===== src/rtl/lcd_pkg.sv =====
// Shared op encodings, LCD command bytes and sequencer state encoding
// for the LCD 1602A text feeder.
package lcd_pkg;

  localparam logic [3:0] LCD_OP_INIT  = 4'b0001;
  localparam logic [3:0] LCD_OP_CLEAR = 4'b0010;
  localparam logic [3:0] LCD_OP_WRITE = 4'b0100;
  localparam logic [3:0] LCD_OP_CMD   = 4'b1000;

  localparam logic [7:0] LCD_DDRAM_LINE1 = 8'h80;
  localparam logic [7:0] LCD_DDRAM_LINE2 = 8'hC0;

  typedef enum logic [2:0] {
    ST_IDLE,
    ST_ISSUE,
    ST_WAIT_ACK,
    ST_WAIT_DONE,
    ST_FINISH
  } seq_state_t;

endpackage


===== src/rtl/lcd_frame_buffer.sv =====
// Two-line character frame buffer: one synchronous write port and one
// asynchronous read port that returns same-cycle write data (write-first).
module lcd_frame_buffer #(
  parameter int COLS = 16,
  parameter int AW   = 5
) (
  input  logic          clk,
  input  logic          wr_en,
  input  logic [AW-1:0] wr_addr,
  input  logic [7:0]    wr_data,
  input  logic [AW-1:0] rd_addr,
  output logic [7:0]    rd_data
);

  localparam int DEPTH = 2 * COLS;

  logic [7:0] mem_q [DEPTH];
  logic [7:0] rd_mem;

  // Per-entry address decode: out-of-range addresses match no entry.
  for (genvar gi = 0; gi < DEPTH; gi++) begin : g_entry
    always_ff @(posedge clk) begin
      if (wr_en && (wr_addr == AW'(gi))) begin
        mem_q[gi] <= wr_data;
      end
    end
  end

  always_comb begin
    rd_mem = 8'h00;
    for (int i = 0; i < DEPTH; i++) begin
      if (rd_addr == AW'(i)) rd_mem = mem_q[i];
    end
  end

  assign rd_data = (wr_en && (wr_addr == rd_addr)) ? wr_data : rd_mem;

endmodule


===== src/rtl/lcd_text_sequencer.sv =====
// Redraws the whole 2-line frame on refresh, issuing one controller op per
// lcd_rdy handshake: INIT (once after reset), CLEAR, line 1, DDRAM cmd, line 2.
module lcd_text_sequencer
  import lcd_pkg::*;
#(
  parameter int COLS        = 16,
  parameter int AW          = 5,
  parameter int OPW         = 6,
  parameter int ACK_TIMEOUT = 8
) (
  input  logic           clk,
  input  logic           rst,
  input  logic           wr_en,
  input  logic [AW-1:0]  wr_addr,
  input  logic [7:0]     wr_data,
  input  logic           refresh,
  output logic           busy,
  output logic           done,
  output logic           err,
  output logic [OPW-1:0] op_out,
  output logic [7:0]     data_out,
  output logic           lcd_enable,
  input  logic           lcd_rdy
);

  localparam int LAST = 2 * COLS + 2;
  localparam int SW   = $clog2(LAST + 1);
  localparam int TW   = $clog2(ACK_TIMEOUT + 1);

  seq_state_t    state_q, state_d;
  logic [SW-1:0] step_q, step_d;
  logic [TW-1:0] tmo_q, tmo_d;
  logic          err_q, err_d;
  logic          init_done_q, init_done_d;
  logic [3:0]    op_hold_q, op_hold_d;
  logic [7:0]    data_hold_q, data_hold_d;

  logic [AW-1:0] rd_addr;
  logic [7:0]    rd_data;
  logic [3:0]    cur_op;
  logic [7:0]    cur_data;
  logic [3:0]    op4;

  lcd_frame_buffer #(.COLS(COLS), .AW(AW)) u_buf (
    .clk     (clk),
    .wr_en   (wr_en),
    .wr_addr (wr_addr),
    .wr_data (wr_data),
    .rd_addr (rd_addr),
    .rd_data (rd_data)
  );

  // Step map: 0 INIT, 1 CLEAR, 2..COLS+1 line 1, COLS+2 CMD, then line 2.
  always_comb begin
    rd_addr  = '0;
    cur_op   = LCD_OP_WRITE;
    cur_data = rd_data;
    if (step_q == SW'(0)) begin
      cur_op   = LCD_OP_INIT;
      cur_data = 8'h00;
    end else if (step_q == SW'(1)) begin
      cur_op   = LCD_OP_CLEAR;
      cur_data = 8'h00;
    end else if (step_q <= SW'(COLS + 1)) begin
      rd_addr = AW'(step_q - SW'(2));
    end else if (step_q == SW'(COLS + 2)) begin
      cur_op   = LCD_OP_CMD;
      cur_data = LCD_DDRAM_LINE2;
    end else begin
      rd_addr = AW'(step_q - SW'(3));
    end
  end

  always_ff @(posedge clk or negedge rst) begin
    if (!rst) begin
      state_q     <= ST_IDLE;
      step_q      <= '0;
      tmo_q       <= '0;
      err_q       <= 1'b0;
      init_done_q <= 1'b0;
      op_hold_q   <= '0;
      data_hold_q <= '0;
    end else begin
      state_q     <= state_d;
      step_q      <= step_d;
      tmo_q       <= tmo_d;
      err_q       <= err_d;
      init_done_q <= init_done_d;
      op_hold_q   <= op_hold_d;
      data_hold_q <= data_hold_d;
    end
  end

  always_comb begin
    state_d     = state_q;
    step_d      = step_q;
    tmo_d       = tmo_q;
    err_d       = err_q;
    init_done_d = init_done_q;
    op_hold_d   = op_hold_q;
    data_hold_d = data_hold_q;
    case (state_q)
      ST_IDLE: begin
        if (refresh && lcd_rdy) begin
          state_d = ST_ISSUE;
          step_d  = init_done_q ? SW'(1) : SW'(0);
        end
      end
      ST_ISSUE: begin
        op_hold_d   = cur_op;
        data_hold_d = cur_data;
        tmo_d       = '0;
        if (step_q == SW'(0)) init_done_d = 1'b1;
        state_d = ST_WAIT_ACK;
      end
      ST_WAIT_ACK: begin
        // A missing ack is flagged but the step still counts as accepted.
        if (!lcd_rdy) begin
          state_d = ST_WAIT_DONE;
        end else if (tmo_q == TW'(ACK_TIMEOUT - 1)) begin
          err_d   = 1'b1;
          state_d = ST_WAIT_DONE;
        end else begin
          tmo_d = tmo_q + TW'(1);
        end
      end
      ST_WAIT_DONE: begin
        if (lcd_rdy) begin
          if (step_q == SW'(LAST)) begin
            state_d = ST_FINISH;
          end else begin
            step_d  = step_q + SW'(1);
            state_d = ST_ISSUE;
          end
        end
      end
      ST_FINISH: state_d = ST_IDLE;
      default:   state_d = ST_IDLE;
    endcase
  end

  always_comb begin
    op4        = 4'b0000;
    data_out   = 8'h00;
    lcd_enable = 1'b0;
    busy       = 1'b0;
    done       = 1'b0;
    case (state_q)
      ST_ISSUE: begin
        op4        = cur_op;
        data_out   = cur_data;
        lcd_enable = 1'b1;
        busy       = 1'b1;
      end
      ST_WAIT_ACK, ST_WAIT_DONE: begin
        op4      = op_hold_q;
        data_out = data_hold_q;
        busy     = 1'b1;
      end
      ST_FINISH: done = 1'b1;
      default: ;
    endcase
  end

  assign op_out = OPW'(op4);
  assign err    = err_q;

endmodule


===== config.mk =====
export PLATFORM = sky130hd
export DESIGN_NAME = lcd_text_sequencer
export DESIGN_NICKNAME = d
export VERILOG_FILES = /design/src/rtl/lcd_pkg.sv /design/src/rtl/lcd_frame_buffer.sv /design/src/rtl/lcd_text_sequencer.sv
export SDC_FILE = /design/constraint.sdc
export NUM_CORES = 1
export LEC_CHECK = 0
export CAP_MARGIN = 20
export CORE_UTILIZATION = 50
export CTS_BUF_LIST = sky130_fd_sc_hd__clkbuf_4 sky130_fd_sc_hd__clkbuf_8 sky130_fd_sc_hd__clkbuf_16
export DETAILED_ROUTE_END_ITERATION = 12
export HOLD_SLACK_MARGIN = 0.15
export PLACE_DENSITY_LB_ADDON = 0.15
export SYNTH_ARGS = -nofsm -noshare
export SYNTH_HDL_FRONTEND = slang
export SYNTH_SLANG_ARGS = --single-unit

===== constraint.sdc =====
create_clock -name clk -period 12.6 [get_ports clk]
set_clock_uncertainty 0.1 [all_clocks]
set_input_delay 1.89 -clock clk [delete_from_list [all_inputs] [get_ports clk]]
set_output_delay 1.89 -clock clk [all_outputs]
set_load 0.01 [all_outputs]

Yosys cells after proc, flatten, opt, wreduce, memory -nomap -nowiden
Memories as Yosys holds them, arrays and structs flattened.
Cells that the tools add are included.
{ "word_totals": {"mem_bits_rw": 256, "regBits": 27, "input_bits": 18, "output_inout_bits": 18, "n_memories": 1} }
{ "memory_table": {"columns": ["name", "words", "width", "rd", "rd_ports_with_merged_regs", "wr", "line", "rtl"], "rows": [
  ["u_buf.mem_q", 32, 8, 32, 0, 1, "lcd_frame_buffer.sv:17", "logic [7:0] mem_q [DEPTH];"]
]} }
{ "op_classes": {"reduce_logical": 78, "mux": 221, "n_lt_le_gt_ge": 1, "eq_ne": 77, "addsub": 4} }
{ "ops": {"columns": ["operator", "n"], "rows": [
  ["$mux 8", 68],
  ["$reduce_or 8->1", 31],
  ["$mux 5", 35],
  ["$eq 5x5->1 const B", 32],
  ["$mux 1", 99],
  ["$eq 5x4->1 const B", 16],
  ["$eq 5x3->1 const B", 8],
  ["$logic_and 1x1->1", 34],
  ["$mux 4", 6],
  ["$eq 5x2->1 const B", 4],
  ["$mux 6", 3],
  ["$pmux 4 s2", 2],
  ["$pmux 8 s2", 1],
  ["$mux 3", 5],
  ["$pmux 3 s4", 1],
  ["$pmux 6 s2", 1],
  ["$eq 5x1->1 const B", 2],
  ["$logic_not 5->1", 2],
  ["$ne 2x2->1 const B", 5],
  ["$sub 5x2->5 const B", 2],
  ["$reduce_and 3->1", 3],
  ["$add 6x1->6 const B", 1],
  ["$eq 3x2->1 const B", 2],
  ["$eq 6x1->1 const B", 1],
  ["other kinds (16)", 17]
]} }

Depth between registers and ports, before layout
Gate-level depths: netlist of the first run.
{ "depth": {"ltp_word": 44, "mapped_depth": 18, "ltp_nobuf": 12} }

By module
A second synthesis of the first run with hierarchy kept.
{ "unflattened": {"cells_unflattened": 1115, "hier_area_um2": 13804.5} }
{ "modules_own_cells": {"columns": ["mod", "n_inst", "area_per_inst_um2", "cells_each", "seq_area_each_um2"], "rows": [
  ["lcd_frame_buffer", 1, 11961.5, 922, 7687.4],
  ["lcd_text_sequencer", 1, 1843.0, 193, 675.6]
]} }

Worst setup path after synthesis of the first run
OpenSTA, ideal clock, no wires.
{ "synth_timing": {"path_kind": "reg-to-output", "startpoint": "register step_q[0]", "endpoint": "output data_out[5]", "t_required_ps": 10610, "setup_slack_ps": 6927, "n_path_buf": 1, "stages_incl_launch_ff": 14, "t_arrival_ps": 3683, "cell_sequence": "dfrtp_1 -> clkbuf_1 -> inv_1 -> ha_1 -> nor2_1 -> o21a_2 -> nor4_1 -> nor3_1 -> mux2i_1 -> or4b_4 -> o21a_1 -> a211oi_2 -> or3b_1 -> nand3_1"} }
{ "synth_via": {"elab_chain_len": 44, "elab_cells_between_ends": 82, "cone_classes": "add/sub: 2; order compare: 1; eq/ne: 34; mux: 42; reduce/logical: 3"} }
{ "synth_lines": {"columns": ["item", "line", "rtl"], "rows": [
  ["start, declared", "lcd_text_sequencer.sv:31", "logic [SW-1:0] step_q, step_d;"],
  ["start signal, assigned", "lcd_text_sequencer.sv:85", "step_q <= step_d;"],
  ["$sub 5x2->5 / $eq 6x5->1 (equally long branches)", "lcd_text_sequencer.sv:70, lcd_text_sequencer.sv:66", null],
  ["$mux 5", "lcd_text_sequencer.sv:66", "end else if (step_q == SW'(COLS + 2)) begin"],
  ["$mux 5", "lcd_text_sequencer.sv:64", "end else if (step_q <= SW'(COLS + 1)) begin"],
  ["$mux 5", "lcd_text_sequencer.sv:61", "end else if (step_q == SW'(1)) begin"],
  ["$mux 5", "lcd_text_sequencer.sv:58", "if (step_q == SW'(0)) begin"],
  ["$logic_not 5->1", "lcd_frame_buffer.sv:32", "if (rd_addr == AW'(i)) rd_mem = mem_q[i];"],
  ["$mux 8 (32 in series)", "lcd_frame_buffer.sv:32", null],
  ["$mux 8", "lcd_frame_buffer.sv:36", "assign rd_data = (wr_en && (wr_addr == rd_addr)) ? wr_data : rd_mem;"],
  ["$mux 8", "lcd_text_sequencer.sv:66", null],
  ["$mux 8", "lcd_text_sequencer.sv:64", null],
  ["$mux 8", "lcd_text_sequencer.sv:61", null],
  ["$mux 8 *", "lcd_text_sequencer.sv:58", null],
  ["$pmux 8 s2 *", "lcd_text_sequencer.sv:148", "case (state_q)"],
  ["end, declared", "lcd_text_sequencer.sv:21", "output logic [7:0] data_out,"]
]} }
Every way passes the cells marked *; elsewhere a longest branch is shown, timed or not.

Final worst setup path of the first run
{ "layout_timing": {"startpoint": "register step_q[0]", "endpoint": "output data_out[7]"} }
The elaborated chain is that of the path after synthesis.

==> results of run 1 <==
==> stage by stage <==
step                      worst slack [ps]  area (um2)
after detailed placement              4570       14000
after floorplan                       6930       13300
after CTS                             3930       15100
final                                 3700       15100
after global routing                  3440       15100
after global placement                4550       14000
==> state kept, by name, summed over array words and instances (netlist names) <==
name and cells:
data_hold_q 8, err 1, init_done_q 1, op_hold_q 4, state_q 3, step_q 6, tmo_q 4, u_buf.mem_q 256
==> synthesized netlist by cell type, drive strengths merged (13+ instances only) <==
cell / count / area [um2]
a22oi: 14 / 105
nor3: 26 / 146
nand2: 89 / 334
clkbuf: 47 / 176
o22ai: 26 / 163
nor2: 102 / 385
o211ai: 13 / 111
buf: 29 / 174
a21oi: 51 / 255
a31oi: 18 / 119
o21ai: 85 / 433
a32oi: 15 / 131
dfrtp: 27 / 676
nand4: 14 / 87.6
edfxtp: 256 / 7690
o31ai: 21 / 163
nand3: 45 / 230
==> layer usage <==
metal | part of all wire [%] | global-route usage, %
met5 | 0 | 0
met3 | 12 | 8.16
met1 | 39 | 45.4
met4 | 3.9 | 12.9
met2 | 45 | 50.5
==> cells by family after synthesis <==
group | share of synthesized area (%)
DFF | 63.0
and+or+nand+nor | 12.9
buffers and inverters | 2.98
xor gates and xnor gates | 0.330
AOI/OAI and AO/OA | 19.7
muxes | 0.301
adders and majority gates | 0.848
other | 0.0282
==> cell type report <==
| type | count | area [um2] |
|---|---|---|
| clock inverter | 24 | 289 |
| inverter | 12 | 45.0 |
| fill | 2146 | 10900 |
| clock buffer | 32 | 783 |
| tap | 335 | 419 |
| multi-input combinational | 737 | 4590 |
| timing repair buffer | 74 | 633 |
| sequential | 283 | 8360 |
==> critical path: stages (launching register included) <==
cell             delay, ps
dfrtp_1                830
inv_1                  340
ha_1                   350
nor3_1                 520
o211ai_4               210
nor2_1                 890
or2_1                  200
buf_4                  390
nand2_1                690
nor2_1                 420
a211oi_1               200
a31oi_1                460
o31ai_1                190
nand2_1                100
clkdlybuf4s50_1        530
==> worst max path at each step <==
stage,from,to,cells after the start
3_5_place_dp,step_q[0],data_out[0],15
6_report,step_q[0],data_out[7],14
3_3_place_gp,step_q[0],data_out[0],15
4_1_cts,step_q[0],data_out[0],15
5_1_grt,step_q[0],data_out[0],15
2_1_floorplan,step_q[0],data_out[5],13
==> impl_metrics.csv, run 1 <==
group,metric,value,unit
timing,timing.hold.ws,367,ps
logic_synthesis,ys_warn_count,0,
cts,clockBufferDepth,3,
logic_synthesis,syn_inst,1107,
timing,rsz0062_at_grt,"no",
floorplan,die_area,27200,um2
floorplan,start_util,51.0,%
route,drt_iter0_markers,1681,
finish,final_util,58.0,%
grt,antenna_found_initial,0,
timing,fin_tns_setup,0,ps
route,vias,10300,
cts,numCtsBuffers,30,
grt,grt_max_degree,45,
cts,clk_pin_slew_worst_paths,60,ps
route,drcViolationCount,0,
worst_setup_path,worst-path-max-fanout,29,
route,drt-pass1-iter-count,7,
logic_synthesis,yosysSeqAreaShare,63.0,%
worst_setup_path,reg2reg_slack,6520,ps
outcome,status,"finished clean",
timing,slew_violations,0,
timing,finalCriticalPeriod,8900,ps
grt,grt_pass1_vias,9674,
route,viasPerCell,6.87,
cts,root_buffer,"clkbuf_16",
worst_setup_path,endpoint_kind,"output port",
cts,cts_tree,"built",
worst_setup_path,worstPathArrival,6910,ps
cts,cts_setup_buffers,0,
timing,relSlewSlack,25.1,%
worst_setup_path,worstPathRequired,10610,ps
finish,drive_gt1_share,11.3,%
logic_synthesis,yosysUniqueCellTypes,91,
logic_synthesis,netlist_area,13300,um2
finish,final_cell_mix,"256 x edfxtp_1, 101 x nor2_1, 89 x nand2_1, 77 x o21ai_0, 51 x a21oi_1",
cts,postCtsHoldBufs,0,
timing,fmax,112,MHz
finish,layout_commonest_cell,"edfxtp_1",
place,portBuffers,33,
floorplan,die_height,165,um
logic_synthesis,synth-main-ff-cell,"edfxtp_1",
cts,h-tree-depth,1,
timing,max_slew.worst_pin.slew,1120,ps
finish,area_growth,13.8,%
floorplan,die_w,165,um
worst_setup_path,rr_startpoint,"step_q[0]",
logic_synthesis,avgSynthCellArea,12.0,um2
finish,nets,1165,
floorplan,row_count,59,
route,wire_per_inst,29.7,um
grt,grt.overflow.total,0,
place,dp_cells,1439,
min_path,worstHoldStart,"init_done_q",
logic_synthesis,synth_edf_count,256,
timing,finalHoldViolCount,0,
cts,cts_resized,0,
run,drv_cap,0,
logic_synthesis,synth_seq_cells,283,
floorplan,ios,36,
worst_setup_path,startpoint_type,"flip-flop",
min_path,hold_path.class,"reg2reg",
route,ant_nets,0,
worst_setup_path,reg2reg_depth,13,
timing,finalSetupViolations,0,
route,wirelength,44.5,mm
grt,grt_use_total,33.1,%
worst_setup_path,worstReg2RegEnd,"data_hold_q[2]",
finish,antenna_cells,0,
logic_synthesis,async_flop_share,9.54,%
timing,final.period_utilization,70.6,%
place,gp_congestion,0.962,
worst_setup_path,criticalPathCategory,"reg2out",
min_path,min_to,"init_done_q",
finish,stdcell_count,1497,
place,dpl.hpwl,29.0,mm
grt,grt_first_pass_wirelength,64.2,mm
cts,cts_sinks,283,
min_path,hold_depth,1,
floorplan,core-area,26100,um2
cts,clock_latency,570,ps
Power of run 1 is not shown: default switching activity piles up to over one toggle a cycle in this logic, so the estimate is an artifact.
==> run 2: changes to the inputs <==
==> constraint.sdc (replaced) <==
create_clock -name clk -period 9 [get_ports clk]
set_clock_uncertainty 0.1 [all_clocks]
set_input_delay 1.35 -clock clk [delete_from_list [all_inputs] [get_ports clk]]
set_output_delay 1.35 -clock clk [all_outputs]
set_load 0.01 [all_outputs]
==> run 2 against run 1 <==
Net effect:
- design area shrank 0.48%
- first-iteration DRC count grew 15%
- register-to-register slack worse by 3400 ps
- flip-flop and latch count unchanged
- die area stayed put
- sequential share of layout area up 0.27 points
- highest routed layer unchanged
==> impl_metrics.csv, run 2 (synthesized netlist as in run 1, its figures left out) <==
group,metric,value,unit
cts,cts_tree,"built",
timing,fin_tns_setup,0,ps
place,dpl.hpwl,29.2,mm
place,portBuffers,33,
floorplan,row_count,59,
worst_setup_path,critical-path-top-delay-family,"compound AO/OA/AOI/OAI gates",
cts,clockBufferDepth,3,
floorplan,die_height,165,um
timing,rsz0062_at_grt,"no",
place,gp_congestion,1.07,
worst_setup_path,critPathSlowestCell,"o31a_1",
timing,finalSetupViolations,0,
worst_setup_path,endpoint_kind,"output port",
grt,grt_use_total,33.7,%
cts,clk_pin_slew_worst_paths,60,ps
finish,fill_cells,2109,
worst_setup_path,criticalPathCategory,"reg2out",
finish,reg_top3,"u_buf.mem_q (256), data_hold_q (8), step_q (6)",
finish,regMostFlops,"u_buf.mem_q",
worst_setup_path,startpoint_type,"flip-flop",
route,vias,10600,
cts,cts_setup_buffers,0,
timing,final.period_utilization,91.0,%
floorplan,ios,36,
min_path,hold_path.class,"reg2reg",
timing,relSlewSlack,16.3,%
worst_setup_path,critPathBufInv,3,
grt,antenna_found_initial,0,
finish,layout_commonest_cell,"edfxtp_1",
route,drt_iter0_markers,1937,
outcome,status,"finished clean",
floorplan,die_w,165,um
worst_setup_path,cp_common_cell,"o21ai_1",
worst_setup_path,cp_cell_sequence,"inv_1 -> ha_1 -> nor2_1 -> o21a_2 -> o31a_1 -> nor4_4 -> buf_4 -> a22oi_1 -> a31oi_1 -> a2111oi_0 -> o21ai_1 -> a2111oi_2 -> o21ai_1 -> clkdlybuf4s50_1",
grt,grt_first_pass_wirelength,65.8,mm
timing,finalHoldViolCount,0,
worst_setup_path,worstPathArrival,6740,ps
route,wire_per_inst,30.3,um
finish,antenna_cells,0,
run,drv_cap,0,
route,drt-pass1-iter-count,7,
grt,grt_pass1_vias,9834,
timing,max_slew.worst_pin.slew,1260,ps
route,ant_nets,0,
route,viasPerCell,7.10,
floorplan,core-area,26100,um2
timing,slew_violations,0,
cts,root_buffer,"clkbuf_16",
cts,numCtsBuffers,30,
finish,final_cell_mix,"256 x edfxtp_1, 101 x nor2_1, 89 x nand2_1, 77 x o21ai_0, 51 x a21oi_1",
worst_setup_path,cp_slowest_stage_delay,1040,ps
worst_setup_path,worst-path-max-fanout,22,
cts,clock_latency,570,ps
worst_setup_path,cp.depth,14,
worst_setup_path,reg2reg_depth,13,
cts,cts_sinks,283,
floorplan,start_util,51.0,%
grt,grt_max_degree,35,
floorplan,die_area,27200,um2
finish,final_util,57.8,%
finish,drive_gt1_share,10.9,%
route,drcViolationCount,0,
finish,nets,1165,
finish,largest_register_ffs,256,
finish,area_growth,13.3,%
cts,postCtsHoldBufs,0,
cts,cts_resized,0,
route,wirelength,45.2,mm
timing,finalCriticalPeriod,8190,ps
timing,fmax,122,MHz
cts,h-tree-depth,1,
worst_setup_path,worstPathRequired,7550,ps
min_path,hold_depth,2,
grt,grt.overflow.total,0,
-- run 2: area by class of cell --
class                           instances  area (um2)  area share, %
Clock buffer                           35         788           5.24
Clock inverter                         19         213           1.41
Inverter                               12        45.0          0.299
Multi-Input combinational cell        737        4580           30.4
Sequential cell                       283        8360           55.6
Tap cell                              335         419           2.78
Timing Repair Buffer                   74         644           4.28
-- run 2: final timing paths --
path	slack (ps)	from	endpoint
min in group asynchronous	1070	rst	init_done_q
max in group asynchronous	7450	rst	op_hold_q[2]
min reg2reg	380	op_hold_q[3]	op_hold_q[3]
min	380	op_hold_q[3]	op_hold_q[3]
max	810	step_q[0]	data_out[0]
max reg2reg	3120	step_q[0]	data_hold_q[0]
-- run 2: per-stage QoR --
step / std cells / cell area, um2 / worst slack (ps) / hold WS (ps)
6_report: 1495 / 15100 / 812 / 378
4_1_cts: 1493 / 15000 / 960 / 378
2_1_floorplan: 1108 / 13300 / 3870 / 335
3_5_place_dp: 1439 / 14000 / 1630 / 360
5_1_grt: 1495 / 15100 / 627 / 394
3_3_place_gp: 1438 / 14000 / 1420 / 354
-- run 2: metal layers --
metal	GRT usage, %	vias up	share of wire (%)	wire length (um)
li1	-	4466	-	-
met1	47.3	5129	39	17600
met2	48.7	846	43	19300
met3	9.42	170	14	6130
met4	14.4	0	5.0	2250
met5	0	-	0	0
-- run 2: worst register-to-register path: cells and delay by family (launching register included) --
family | cells | cell delay, ps
buffers and inverters | 2 | 620
DFF | 1 | 770
AOI/OAI and AO/OA | 8 | 3650
and+or+nand+nor | 2 | 280
adders and majority gates | 1 | 330
Power of run 2 is left out for the same reason.
==> patch 1, RTL diff (config.mk and constraints of run 2) <==
`op_hold_q` no longer has a reset.
--- a/src/rtl/lcd_text_sequencer.sv
+++ b/src/rtl/lcd_text_sequencer.sv
@@ -79,5 +79,4 @@
       err_q       <= 1'b0;
       init_done_q <= 1'b0;
-      op_hold_q   <= '0;
       data_hold_q <= '0;
     end else begin
@@ -87,7 +86,10 @@
       err_q       <= err_d;
       init_done_q <= init_done_d;
-      op_hold_q   <= op_hold_d;
       data_hold_q <= data_hold_d;
     end
+  end
+
+  always_ff @(posedge clk) begin
+    op_hold_q <= op_hold_d;
   end
 
Function: same outputs for any inputs over 10 cycles, from zero or initial values and one cycle with rst low; that may be too few to reach the edited logic, so the function may still have changed.
==> patch 1 against run 2 <==
Synthesized cell count down 8.2%. Area after synthesis down 1.7%. Non-clock buffer count down 9. Wire length down 12%. Global-route usage down 3.5 points. Sequential cell count unchanged. Worst setup slack better by 0.033 ns. Design area down 2.4%. Critical path depth unchanged. Die area down 1.7%. Largest cell class unchanged.
==> patch 1: results <==
[placed_design]
portBuffers = 33
hpwl_mm = 26.01
dpl-instance-area_sq_um = 13730
gp_congestion = 0.9554
dp.cells = 1351

[logic_synthesis]
async_reset_ff_share_pct = 8.127
ys_seq_area_share_pct = 64.22
synth.avg_cell_area_sq_um = 12.85
synth_cell_types = 102
synth_common_cells = "edfxtp_1 (260), nor2_1 (91), nand2_1 (70)"
yosys-top-cells-area = "edfxtp_1 (60%), dfrtp_1 (4.4%), nor2_1 (2.6%), nand2_1 (2.0%), o22ai_1 (1.7%)"
synth_warnings = 0
yosysTopAreaCell = "edfxtp_1"
synth-edff-count = 260

[cells_and_area]
fin_nets = 1081
reg_top3 = "u_buf.mem_q x256, data_hold_q x8, step_q x6"
fill_cells = 2045
diodes = 0
layout-drive-gt1-share_pct = 11.53

[power]
peakVddDrop_mv = 0.2226
p_switching_w = 0.002031
power.leakage_nw = 4.846

[clock_network]
root_buffer = "clkbuf_16"
cts-buffers-inserted = 30
clkTransAtPathRegs_ns = 0.06
cts_setup_buffers = 0
clock_latency_ns = 0.56
cts_htree_levels = 1
cts_buffer_depth = 3
cts_repair_resize_count = 0

[global_route]
antenna_found_initial = 0
grt_pass1_vias = 9238
grt_max_degree = 44
grt.total_usage_pct = 30.21
grt_pass1_wl_mm = 58.82
grt_remaining_overflow = 0

[detailed_routing]
dr.pass1.iters = 5
vias_per_cell = 6.826
vias = 9590
drt-initial-drc-count = 1266
wl_per_cell_um = 28.22

[run_status]
outcome = "complete, no violations"

[worst_hold_path]
hp-class = "reg2reg"

[critical_path]
crit_path_top_delay_cell = "dfrtp_1"
cp_max_fo = 21
critical_path.max_stage_delay_ns = 0.88
cp_top_family = "simple AND/OR/NAND/NOR gates"

[sta]
relSlewSlack_pct = 30.92
## patch 1: cell types whose count changed after synthesis, sizes merged, moves of 13 or more
cell | run 2 | this run
a32oi | 15 | 2
buf | 29 | 43
clkbuf | 47 | 17
nand2 | 89 | 71
nor3 | 26 | 44
o21ai | 85 | 57
## patch 1: per-stage QoR
step / power [W] / setup slack (ns)
global route: 0.005050 / 0.6323
global placement: 0.003639 / 1.778
detailed placement: 0.003648 / 1.735
finish: 0.004874 / 0.8455
CTS: 0.004816 / 1.146
floorplan: 0.002888 / 3.970
## patch 1: cell families after synthesis
logic type,Yosys count,synth area share (%)
other cells,1,0.02873
flops,283,64.22
compound gates,334,19.36
simple gates,308,11.77
fa+ha+maj,9,0.8627
xor+xnor,9,0.8052
buf+inv,70,2.799
mux,2,0.1534
## patch 1: worst paths after layout
kind	startpoint	to	slack (ns)	depth (start not counted)
max	step_q[0]$_DFFE_PN0P_	data_out[6]	0.85	14
min	init_done_q$_DFFE_PN0P_	init_done_q$_DFFE_PN0P_	0.37	1
max reg2reg	step_q[0]$_DFFE_PN0P_	data_hold_q[6]$_DFFE_PN0P_	3.23	13
min reg2reg	init_done_q$_DFFE_PN0P_	init_done_q$_DFFE_PN0P_	0.37	1
max in group asynchronous	rst	step_q[0]$_DFFE_PN0P_	7.43	2
min in group asynchronous	rst	step_q[5]$_DFFE_PN0P_	0.97	1
## patch 1: final cells by class
cell class | count | area (sq um) | area share, %
clock buffer | 34 | 780.7 | 5.316
clock inverter | 19 | 151.4 | 1.031
inverter | 10 | 37.54 | 0.2556
multi-input combinational | 664 | 4328 | 29.47
sequential | 283 | 8383 | 57.07
tap | 330 | 412.9 | 2.811
timing repair buffer | 65 | 594.3 | 4.046
## patch 1: routing by layer
metal | part of all wire [%] | global-route usage (%) | vias up | wire length, um
met2 | 45 | 46.71 | 580 | 17940
met4 | 3.7 | 11.74 | 0 | 1467
met5 | 0 | 0 | - | 0
met1 | 41 | 41.63 | 4744 | 16130
li1 | - | - | 4174 | -
met3 | 10 | 6.577 | 92 | 4121
## patch 1: power by group through the flow
stage | clock [W] | sequential [W] | combinational, W
2_1_floorplan | 0 | 0.00154 | 0.00135
3_5_place_dp | 0 | 0.00157 | 0.00207
4_1_cts | 0.00118 | 0.00155 | 0.00209
6_report | 0.00118 | 0.00155 | 0.00215
3_3_place_gp | 0 | 0.00157 | 0.00207
5_1_grt | 0.00123 | 0.00156 | 0.00226
==> patch 2, RTL diff (settings of run 2) <==
Made on the original files. `OPW`: 6 -> 8.
--- a/src/rtl/lcd_text_sequencer.sv
+++ b/src/rtl/lcd_text_sequencer.sv
@@ -6,5 +6,5 @@
   parameter int COLS        = 16,
   parameter int AW          = 5,
-  parameter int OPW         = 6,
+  parameter int OPW         = 8,
   parameter int ACK_TIMEOUT = 8
 ) (
Interface: changed (resized op_out); port bits go from 36 to 38. The function was not compared with the original's and may differ.
==> patch 2 against run 2 <==
Count of clock-buffer cells in the layout is 2 higher. Area after synthesis is 0.11% higher. Wire length is 1.1% lower. Critical endpoint is now data_out[2]. Sequential cell count stayed put. Register-to-register slack better by 0.39 ns. Worst setup slack better by 0.32 ns. Design area is 0.12% lower.
Power is not shown: default switching activity piles up to over one toggle a cycle in this logic, so the estimate is an artifact.
==> patch 2: results <==
[run_status]
outcome = "complete, no violations"

[cells_and_area]
clk_share_pct = 6.450
n_clock_buffer = 37
num-multi-input-gates = 739
fin_nets = 1169
layout.cells.non_filler = 1500
fill_cells = 2136
area_growth_pct = 13.04
buffers = 76
multi_input_area_share_pct = 30.50
final-nonclk-buf-share_pct = 4.328

[worst_hold_path]
hold_end = "init_done_q$_DFFE_PN0P_"
worstHoldPathCells = 1
hold_start = "init_done_q$_DFFE_PN0P_"

[logic_synthesis]
synth.avg_cell_area_sq_um = 11.99
ys_seq_area_share_pct = 62.88
yosys-top-cells-area = "edfxtp_1 (58%), dfrtp_1 (5.1%), o21ai_0 (2.9%), nor2_1 (2.9%), nand2_1 (2.5%)"

[detailed_routing]
wl_per_cell_um = 29.83
vias_per_cell = 7.050
drt-initial-drc-count = 1960

[global_route]
grt.total_usage_pct = 33.37
antenna_found_initial = 1

[critical_path]
crit_arrival_ns = 6.42
worst-r2r-cell-count = 12
r2r_end = "data_hold_q[2]$_DFFE_PN0P_"
endpoint = "data_out[2]"
crit_path_top_delay_cell = "o221ai_1"

[placed_design]
hpwl_mm = 29.91
dpl-instance-area_sq_um = 14050
dp.cells = 1443

[sta]
hold_ws_ns = 0.3722
fmax_mhz = 127.1
## patch 2: changes by cell type in the layout (fill, tap and decap cells not counted), moves of 2 or more
cell        change
clkbuf_8        +2
conb_1          +2
clkinvlp_4      +2
clkinv_1        -2
inv_6           +2
buf_4           +4
bufinv_16       -3
## patch 2: cell families (layout without fill, tap and decap cells)
group	after synthesis	in the layout	share of synthesized area [%]
buf+inv	90	143	3.086
simple gates	347	347	12.86
other cells	1	4	0.02820
compound gates	370	370	19.66
mux	4	4	0.3011
fa+ha+maj	9	9	0.8468
flops	283	283	62.88
xor+xnor	5	5	0.3293
## patch 2: layer usage
| layer | share of wire, % | vias to the layer above | track usage [%] |
|---|---|---|---|
| met4 | 4.3 | 0 | 13.93 |
| met3 | 12 | 144 | 7.742 |
| met5 | 0 | - | 0 |
| met2 | 44 | 809 | 50.57 |
| met1 | 40 | 5156 | 46.15 |
| li1 | - | 4466 | - |
